<file path="src/rtl/fc_pkg.sv">
// fc_pkg -- shared constants and FSM state encoding for the FC scheduler.
//   IN_BEATS : 3-channel feature beats per frame (48 features)
//   OUT_NUM  : output neurons issued per frame
//   DP_LAT   : datapath latency, dp_fire to dp_res_valid
//   DW       : signed result width
package fc_pkg;

   localparam int unsigned IN_BEATS = 16;
   localparam int unsigned OUT_NUM  = 10;
   localparam int unsigned DP_LAT   = 9;
   localparam int unsigned DW       = 12;

   typedef enum logic [1:0] {
      ST_LOAD   = 2'd0,
      ST_ISSUE  = 2'd1,
      ST_DRAIN  = 2'd2,
      ST_REPORT = 2'd3
   } state_e;

endpackage

</file>
<file path="src/rtl/fc_argmax.sv">
// fc_argmax -- running signed argmax over a stream of neuron results.
//   clk, rst : clock, synchronous active-high reset
//   clr_i    : clear score/index back to zero (end of frame)
//   init_i   : first result of a frame, loaded unconditionally
//   upd_i    : later result, replaces the max only if strictly greater
//   data_i   : signed result value
//   idx_i    : neuron index of data_i
//   score_o  : current maximum score
//   index_o  : neuron index of current maximum
module fc_argmax #(
   parameter int unsigned DW = fc_pkg::DW
) (
   input  logic                 clk,
   input  logic                 rst,
   input  logic                 clr_i,
   input  logic                 init_i,
   input  logic                 upd_i,
   input  logic signed [DW-1:0] data_i,
   input  logic [3:0]           idx_i,
   output logic signed [DW-1:0] score_o,
   output logic [3:0]           index_o
);

   logic signed [DW-1:0] score_q, score_d;
   logic [3:0]           index_q, index_d;

   always_comb begin
      score_d = score_q;
      index_d = index_q;
      if (clr_i) begin
         score_d = '0;
         index_d = '0;
      end else if (init_i) begin
         score_d = data_i;
         index_d = idx_i;
      end else if (upd_i && (data_i > score_q)) begin
         // strict compare: ties keep the earlier (lower) index
         score_d = data_i;
         index_d = idx_i;
      end
   end

   always_ff @(posedge clk) begin
      if (rst) begin
         score_q <= '0;
         index_q <= '0;
      end else begin
         score_q <= score_d;
         index_q <= index_d;
      end
   end

   assign score_o = score_q;
   assign index_o = index_q;

endmodule

</file>
<file path="src/rtl/fc_scheduler.sv">
// fc_scheduler -- sequences one fully-connected layer frame:
// load IN_BEATS feature beats, fire OUT_NUM neuron computations,
// collect results with a running argmax, then report the class.
//   clk, rst              : clock, synchronous active-high reset
//   in_valid / in_ready   : upstream feature beat handshake
//   dp_load, dp_load_idx  : datapath buffer write strobe and beat index
//   dp_fire, dp_out_idx   : start one neuron computation and its index
//   dp_res_valid/_data    : datapath result strobe and signed value
//   cls_valid / cls_ready : classification handshake
//   cls_idx, cls_score    : argmax neuron index and its score
//   err                   : sticky protocol error (spurious result, watchdog)
module fc_scheduler #(
   parameter int unsigned IN_BEATS = fc_pkg::IN_BEATS,
   parameter int unsigned OUT_NUM  = fc_pkg::OUT_NUM,
   parameter int unsigned DP_LAT   = fc_pkg::DP_LAT,
   parameter int unsigned DW       = fc_pkg::DW
) (
   input  logic                 clk,
   input  logic                 rst,
   input  logic                 in_valid,
   output logic                 in_ready,
   output logic                 dp_load,
   output logic [3:0]           dp_load_idx,
   output logic                 dp_fire,
   output logic [3:0]           dp_out_idx,
   input  logic                 dp_res_valid,
   input  logic signed [DW-1:0] dp_res_data,
   output logic                 cls_valid,
   input  logic                 cls_ready,
   output logic [3:0]           cls_idx,
   output logic signed [DW-1:0] cls_score,
   output logic                 err
);

   import fc_pkg::*;

   localparam int unsigned WDW = $clog2(2*DP_LAT+1);

   state_e         state_q, state_d;
   logic [3:0]     beat_q, beat_d;
   logic [3:0]     oidx_q, oidx_d;
   logic [4:0]     outst_q, outst_d;
   logic [4:0]     res_q, res_d;
   logic [WDW-1:0] wd_q, wd_d;
   logic           err_q, err_d;

   logic res_acc, res_spur;
   logic am_clr, am_init, am_upd;

   assign in_ready    = (state_q == ST_LOAD);
   assign dp_load     = in_valid & in_ready;
   assign dp_fire     = (state_q == ST_ISSUE);
   assign cls_valid   = (state_q == ST_REPORT);
   assign dp_load_idx = beat_q;
   assign dp_out_idx  = oidx_q;
   assign err         = err_q;

   // A result with nothing outstanding is a protocol error and is dropped;
   // results are only collected while the frame is in flight.
   assign res_spur = dp_res_valid && (outst_q == '0);
   assign res_acc  = dp_res_valid && (outst_q != '0) &&
                     ((state_q == ST_ISSUE) || (state_q == ST_DRAIN));

   assign am_init = res_acc && (res_q == '0);
   assign am_upd  = res_acc && (res_q != '0);

   always_comb begin
      state_d = state_q;
      beat_d  = beat_q;
      oidx_d  = oidx_q;
      outst_d = outst_q;
      res_d   = res_q;
      wd_d    = '0;
      err_d   = err_q | res_spur;
      am_clr  = 1'b0;

      if (dp_fire && !res_acc) begin
         outst_d = outst_q + 5'd1;
      end else if (!dp_fire && res_acc) begin
         outst_d = outst_q - 5'd1;
      end
      if (res_acc) begin
         res_d = res_q + 5'd1;
      end

      unique case (state_q)
         ST_LOAD: begin
            if (in_valid) begin
               if (beat_q == 4'(IN_BEATS-1)) begin
                  beat_d  = '0;
                  state_d = ST_ISSUE;
               end else begin
                  beat_d = beat_q + 4'd1;
               end
            end
         end
         ST_ISSUE: begin
            if (oidx_q == 4'(OUT_NUM-1)) begin
               oidx_d  = '0;
               state_d = ST_DRAIN;
            end else begin
               oidx_d = oidx_q + 4'd1;
            end
         end
         ST_DRAIN: begin
            if (res_acc) begin
               if (res_q == 5'(OUT_NUM-1)) begin
                  state_d = ST_REPORT;
               end
            end else if (wd_q == WDW'(2*DP_LAT-1)) begin
               // this is the 2*DP_LAT-th consecutive idle cycle
               err_d   = 1'b1;
               state_d = ST_REPORT;
            end else begin
               wd_d = wd_q + WDW'(1);
            end
         end
         ST_REPORT: begin
            if (cls_ready) begin
               state_d = ST_LOAD;
               beat_d  = '0;
               oidx_d  = '0;
               outst_d = '0;
               res_d   = '0;
               am_clr  = 1'b1;
            end
         end
         default: state_d = ST_LOAD;
      endcase
   end

   always_ff @(posedge clk) begin
      if (rst) begin
         state_q <= ST_LOAD;
         beat_q  <= '0;
         oidx_q  <= '0;
         outst_q <= '0;
         res_q   <= '0;
         wd_q    <= '0;
         err_q   <= 1'b0;
      end else begin
         state_q <= state_d;
         beat_q  <= beat_d;
         oidx_q  <= oidx_d;
         outst_q <= outst_d;
         res_q   <= res_d;
         wd_q    <= wd_d;
         err_q   <= err_d;
      end
   end

   fc_argmax #(
      .DW(DW)
   ) u_argmax (
      .clk     (clk),
      .rst     (rst),
      .clr_i   (am_clr),
      .init_i  (am_init),
      .upd_i   (am_upd),
      .data_i  (dp_res_data),
      .idx_i   (res_q[3:0]),
      .score_o (cls_score),
      .index_o (cls_idx)
   );

endmodule

</file>
<file path="config.mk">
export PLATFORM = sky130hd
export DESIGN_NAME = fc_scheduler
export DESIGN_NICKNAME = d
export VERILOG_FILES = /design/src/rtl/fc_pkg.sv /design/src/rtl/fc_argmax.sv /design/src/rtl/fc_scheduler.sv
export SDC_FILE = /design/constraint.sdc
export NUM_CORES = 1
export LEC_CHECK = 0
export ABC_AREA = 0
export BUFFER_PORTS_ARGS = -buffer_cell sky130_fd_sc_hd__buf_2
export CELL_PAD_IN_SITES_DETAIL_PLACEMENT = 0
export CELL_PAD_IN_SITES_GLOBAL_PLACEMENT = 1
export CORE_ASPECT_RATIO = 1.4
export CORE_UTILIZATION = 44
export CTS_BUF_LIST = sky130_fd_sc_hd__clkbuf_16
export DETAILED_ROUTE_END_ITERATION = 12
export PLACE_DENSITY_LB_ADDON = 0.1
export SLEW_MARGIN = 20
export SYNTH_ARGS = -nofsm -noshare
export SYNTH_HDL_FRONTEND = slang
export SYNTH_SLANG_ARGS = --single-unit
</file>
<file path="constraint.sdc">
create_clock -name clk -period 4.7 [get_ports clk]
set_input_delay 0.94 -clock clk [delete_from_list [all_inputs] [get_ports clk]]
set_output_delay 0.94 -clock clk [all_outputs]
set_load 0.01 [all_outputs]
</file>
==> metrics.md, run 1 <==
| Metric | Value |
|---|---|
| Outcome | `completed` |
| Net count, final | `361` |
| GRT Overall Usage | `17.4%` |
| Synthesis-stage register bit count | `42` |
| Hold Fails Final Rpt | `0` |
| I/O pin count | `46` |
| Synth area leaders | `dfxtp_1, ha_1, mux2i_1` |
| P per Cell Area | `399 nW/um^2` |
| Avg WL per Cell | `12.1 um` |
| Number of flops mapped to enable cells by yosys | `0` |
| Antenna Nets Post-Route | `0` |
| Area growth from synthesis to layout | `17.4%` |
| HP Class | `reg -> reg` |
| F_max | `0.395 GHz` |
| Setup TNS | `0 ps` |
| Final core utilization | `53.5%` |
| Area of the multi-input gates | `1410 um^2` |
| Starting density of the core | `45.6%` |
| Post-synth cell types | `44` |
| CTS resizes | `0` |
| CTS tree | `built` |
| Post-route DRC | `0` |
| Layout cell share with drive strength beyond 1 | `18.8%` |
| Synth warn | `0` |
| Initial antenna violation count | `0` |
| Worst-Skew Late Latency | `280 ps` |
| Worst path required time | `4850 ps` |
| Pin count of the biggest net entering global routing | `33` |
| Crit. End Element | `register` |
| Net Count, Synth | `316` |
| Most common cell in the netlist | `nand2_1` |
| Crit path cell chain | `buf_2 > ha_1 > nand4_1 > o311a_4 > o31ai_1 > nand3_4 > mux2i_1` |
| PortBufs | `45` |
| Met3 Use GR | `4.25%` |
| Die area | `5690 um^2` |
| Setup CP Type | `in -> reg` |
| List of most frequent post-synthesis cells | `nand2_1, dfxtp_1, ha_1, nor2_1, inv_1` |
| Bufs on Longest Clock Path | `2` |
| Clk root buf | `clkbuf_16` |
| Syn Std Cell Area | `2370 um^2` |
| Via count | `1984` |
| CORE AREA | `5200 um^2` |
| Clk slew on worst S/H paths | `60 ps` |
| Static leakage | `1.21 nW` |
| Clk sinks | `42` |
| WP data arrival | `2690 ps` |
| Die Ht | `88.8 um` |
| Reg area | `841 um^2` |
| CTS hold repair buffers | `0` |
| Num CTS Buffers | `5` |
| Final Critical Period | `2530 ps` |
| Fin Clk Skew | `6.01 ps` |
| Routed vias/inst | `5.15` |
| Register area share after synthesis | `35.5%` |
| WL final | `4.64 mm` |
| Worst slew pin tran | `607 ps` |
| Top cell type's share of synthesized area | `35.5%` |
| Pre-antenna DRT Iters | `4` |
| Asr flop ratio synth | `0%` |
| Max-Cap Viols | `0` |
| Slowest-stage cell, CP | `o311a_4` |
| Initial DRC Count | `58` |
| Filler Cells Inserted | `540` |
| Crit-path max cell delay | `440 ps` |
| Gate Count Post-Synth | `273` |
| Final setup fails | `0` |
| First-pass GRT wire length | `7.73 mm` |
| Max rail drop VDD | `168 uV` |
| RSZ-0062 raised after global routing | `false` |
| Die X | `64.0 um` |
| Syn avg cell area | `8.68 um^2` |
| Ant. Diodes | `0` |
| Post-synth top area cell | `dfxtp_1` |
| Crit Path Max Fanout | `16` |
| Vias in the first global route | `1759` |
| Core Rows | `31` |
| Rel. slew slack | `59.2%` |
| HPWL after DPL | `3.45 mm` |
| Fin. max-slew vios | `0` |
| GRT overflow | `0` |
| Critical Path Source Type | `primary input` |
| Final Cycle Share | `53.9%` |
| Grt peak-use layer | `met2` |
| GPL Wtd Cong | `0.752` |
| GR Util met1 | `18.3%` |
| Ys flop type | `dfxtp_1` |
| Met2 usage | `33.4%` |
| # Post-CTS Setup Buffers | `0` |
| H-Tree Depth | `2` |
[per-layer routing]
layer	wire length, um	up-vias
li1	-	1024
met1	2050	916
met2	2350	40
met3	188	4
met4	47	0
met5	0	-
[through the flow]
stage	setup WS (ps)	hold slack (ps)	power (mW)	cells	instance area, um^2
2_1_floorplan	2100	433	0.705	273	2370
3_3_place_gp	1880	443	0.796	377	2640
3_5_place_dp	1860	447	0.798	377	2640
4_1_cts	2150	458	1.13	385	2780
5_1_grt	2060	482	1.19	385	2780
6_report	2170	457	1.11	385	2780
[kinds of logic (layout without fill, tap and decap cells)]
group / after synthesis / in the layout / share of synthesized area, %
and+or+nand+nor: 107 / 107 / 22.0
DFF: 42 / 42 / 35.5
AOI/OAI and AO/OA: 39 / 39 / 11.8
buffers and inverters: 30 / 76 / 5.39
adders and majority gates: 26 / 26 / 13.7
muxes: 17 / 17 / 7.18
xor gates and xnor gates: 12 / 12 / 4.44
[flip-flops by register name, indices dropped and copies added (netlist names)]
name,cells
dp_load_idx,4
dp_out_idx,4
err,1
outst_q,5
res_q,5
state_q,2
u_argmax.index_o,4
u_argmax.score_o,12
wd_q,5
[worst max-delay path: cells and delay by family]
family,cells,cell delay (ps)
AO/OA/AOI/OAI,2,560
adder cells (fa/ha/maj),1,330
buffers and inverters,1,110
multiplexers,1,200
AND/OR/NAND/NOR,2,540
[cell type report]
type / instances / area share, %
multi-input cells: 201 / 50.5
clock buffers: 5 / 4.50
inverters: 22 / 2.97
well taps: 66 / 2.97
repair buffers: 46 / 8.37
flip-flops and latches: 42 / 30.2
clock inverters: 3 / 0.450
[where the power goes]
part	total [mW]	internal, mW	switching [mW]
clock network	0.324	0.192	0.132
logic	0.345	0.153	0.191
registers	0.441	0.400	0.0411
total	1.11	0.745	0.364
[final timing paths]
kind,startpoint,to,slack (ps),cells after the start
min reg2reg,u_argmax.index_o[0],u_argmax.index_o[0],460,2
max reg2reg,outst_q[0],u_argmax.score_o[5],2370,8
min,u_argmax.index_o[0],u_argmax.index_o[0],460,2
max,dp_res_data[11],u_argmax.score_o[5],2170,7
[cells in the final DEF (no fill, tap or decap), types with 2 or more instances in the layout]
cell type and count:
nand2b_1 3, and3_1 2, o21ai_0 3, a21oi_1 15, nand2_1 43, buf_2 45, inv_1 23, o211ai_1 2
clkbuf_16 5, mux2i_1 17, dfxtp_1 42, nand4_1 7, a311oi_1 2, xnor2_1 4, nor2b_1 3, ha_1 26
nand3b_1 3, or2_2 2, a31oi_1 2, a21o_1 2, nor2_1 26, xor2_1 8, a221oi_1 2, nand3_1 8
a21boi_0 2
Note: power is estimated with default switching activity, not from simulation.
==> inputs of run 2 (changes only) <==
--- a/config.mk
+++ b/config.mk
@@ -10,7 +10,7 @@
 export CELL_PAD_IN_SITES_DETAIL_PLACEMENT = 0
 export CELL_PAD_IN_SITES_GLOBAL_PLACEMENT = 1
 export CORE_ASPECT_RATIO = 1.4
-export CORE_UTILIZATION = 44
+export CORE_UTILIZATION = 37
 export CTS_BUF_LIST = sky130_fd_sc_hd__clkbuf_16
 export DETAILED_ROUTE_END_ITERATION = 12
 export PLACE_DENSITY_LB_ADDON = 0.1
==> constraint.sdc (replaced) <==
create_clock -name clk -period 2.3 [get_ports clk]
set_input_delay 0.46 -clock clk [delete_from_list [all_inputs] [get_ports clk]]
set_output_delay 0.46 -clock clk [all_outputs]
set_load 0.01 [all_outputs]
==> run 2 against run 1 <==
Clock power grew 140%; sequential cell count did not move; core utilization fell by 7.1 points; global-route usage fell by 1.1 points; non-clock buffer count grew 9; wire length grew 9.2%; total power up 120%; critical path depth is 2 higher; register-to-register slack lost 2200 ps; cell area increased by 3.6%; critical endpoint is now u_argmax.score_o[4]; largest power group unchanged; highest routed layer unchanged.
==> metrics.md, run 2 (synthesis results as in run 1) <==
| Metric | Value |
|---|---|
| Hold Fails Final Rpt | `0` |
| Max FFs per register | `12` |
| Sw frac | `31.4%` |
| Core Rows | `34` |
| Seq pwr share | `36.9%` |
| GRT overflow | `0` |
| Int Pwr | `1.67 mW` |
| Routed vias/inst | `5.09` |
| Logic pwr share | `31.3%` |
| Placed cells | `389` |
| First-pass GRT wire length | `8.87 mm` |
| Worst-Skew Late Latency | `280 ps` |
| I/O pin count | `46` |
| HP Class | `in -> reg` |
| Max rail drop VDD | `392 uV` |
| Num CTS Buffers | `5` |
| Starting density of the core | `38.2%` |
| Max-Cap Viols | `0` |
| RSZ-0062 raised after global routing | `true` |
| P per Cell Area | `845 nW/um^2` |
| Clk root buf | `clkbuf_16` |
| F_max | `0.459 GHz` |
| GRT Overall Usage | `16.3%` |
| Area growth from synthesis to layout | `21.5%` |
| PortBufs | `45` |
| Final Critical Period | `2180 ps` |
| Crit Path Max Fanout | `6` |
| Initial DRC Count | `73` |
| Layout cell share with drive strength beyond 1 | `21.7%` |
| Rel. slew slack | `60.6%` |
| Critical Path Source Type | `register` |
| Ant. Diodes | `0` |
| Setup TNS | `0 ps` |
| HPWL after DPL | `3.83 mm` |
| Clk slew on worst S/H paths | `60 ps` |
| Static leakage | `1.26 nW` |
| Crit. End Element | `register` |
| Pin count of the biggest net entering global routing | `33` |
| Most common cell after layout, fill and taps aside | `buf_2` |
| CTS tree | `built` |
| Initial antenna violation count | `0` |
| Vias in the first global route | `2028` |
| GPL Wtd Cong | `0.743` |
| Outcome | `completed` |
| Fin. max-slew vios | `0` |
| Clk sinks | `42` |
| Bufs on Longest Clock Path | `2` |
| Setup CP Type | `reg -> reg` |
| Worst slew pin tran | `583 ps` |
| Die area | `6730 um^2` |
| Net count, final | `370` |
| Final Cycle Share | `94.6%` |
| Post-route DRC | `0` |
| WL final | `5.07 mm` |
| Antenna Nets Post-Route | `0` |
| Fin Clk Skew | `3.34 ps` |
| Die X | `69.6 um` |
| Worst path required time | `2470 ps` |
| Hold Worst Slack | `437 ps` |
| Most frequent cells in the layout | `buf_2, nand2_1, dfxtp_1, nor2_1, ha_1` |
| WP data arrival | `2340 ps` |
| Avg WL per Cell | `12.7 um` |
| Via count | `2029` |
| Final setup fails | `0` |
| Filler Cells Inserted | `633` |
| Clock share of power | `31.8%` |
| Non-Filler Instances | `399` |
| CORE AREA | `6210 um^2` |
| Net Sw Power | `0.765 mW` |
| Die Ht | `96.7 um` |
| Pre-antenna DRT Iters | `4` |
| H-Tree Depth | `2` |
==> run 2: cell count changes in the layout (fill, tap and decap cells not counted) <==
| cell | delta |
|---|---|
| ha_2 | +1 |
| buf_4 | +9 |
| bufinv_16 | +1 |
| inv_1 | -2 |
| ha_1 | -1 |
| clkinv_2 | -1 |
| a21boi_0 | -1 |
| inv_2 | +1 |
| a21boi_1 | +1 |
==> run 2: cell type report <==
class	instances	area [um^2]	share of cell area [%]
Clock inverter	2	33.8	1.17
Multi-Input combinational cell	201	1410	48.9
Inverter	22	82.6	2.87
Tap cell	72	90.1	3.13
Sequential cell	42	841	29.2
Timing Repair Buffer	55	300	10.4
Clock buffer	5	125	4.34
==> run 2: final timing paths <==
path	start	to	slack (ps)	depth (start not counted)
hold / removal	dp_res_data[0]	u_argmax.score_o[0]	440	3
hold reg to reg	u_argmax.index_o[1]	u_argmax.index_o[1]	460	2
setup reg to reg	outst_q[1]	u_argmax.score_o[4]	120	9
setup / recovery	outst_q[1]	u_argmax.score_o[4]	120	9
==> run 2: layer usage <==
layer	vias up	track usage [%]	part of all wire, %
met4	0	6.31	2.2
met3	9	3.85	3.9
met5	-	0	0
met1	932	16.0	41
li1	1046	-	-
met2	42	32.0	53
==> run 2: repair_timing <==
item / CTS / global route
buffers inserted: 3 / 0
resized for setup: 0 / 3
pin swaps: 1 / 0
hold buffers: 0 / 0
setup endpoints to repair: 16 / 20
==> run 2: through the flow <==
| step | setup slack, ps | area, um^2 | power, mW | utilization [%] |
|---|---|---|---|---|
| after global routing | -9.89 | 2880 | 2.62 | 46.4 |
| after detailed placement | -73.1 | 2700 | 1.66 | 43.4 |
| after CTS | 90.8 | 2880 | 2.47 | 46.3 |
| final | 123 | 2880 | 2.43 | 46.4 |
| after global placement | -19.7 | 2700 | 1.66 | 43.4 |
| after floorplan | 76.1 | 2370 | 1.44 | - |
==> run 2: critical path, stage by stage (launching register included) <==
cell and delay (ps):
dfxtp_1 340, inv_1 90, ha_2 190, or4b_4 490
and3_4 230, o311a_4 140, a22oi_4 170, nand3_4 100
buf_4 190, mux2i_1 120
==> run 2: power groups by stage <==
| stage | Clock (mW) | Sequential (mW) | Combinational (mW) |
|---|---|---|---|
| final | 0.773 | 0.898 | 0.763 |
| after global routing | 0.831 | 0.913 | 0.873 |
| after CTS | 0.800 | 0.899 | 0.769 |
| after detailed placement | 0 | 0.914 | 0.749 |
| after global placement | 0 | 0.913 | 0.747 |
| after floorplan | 0 | 0.929 | 0.511 |
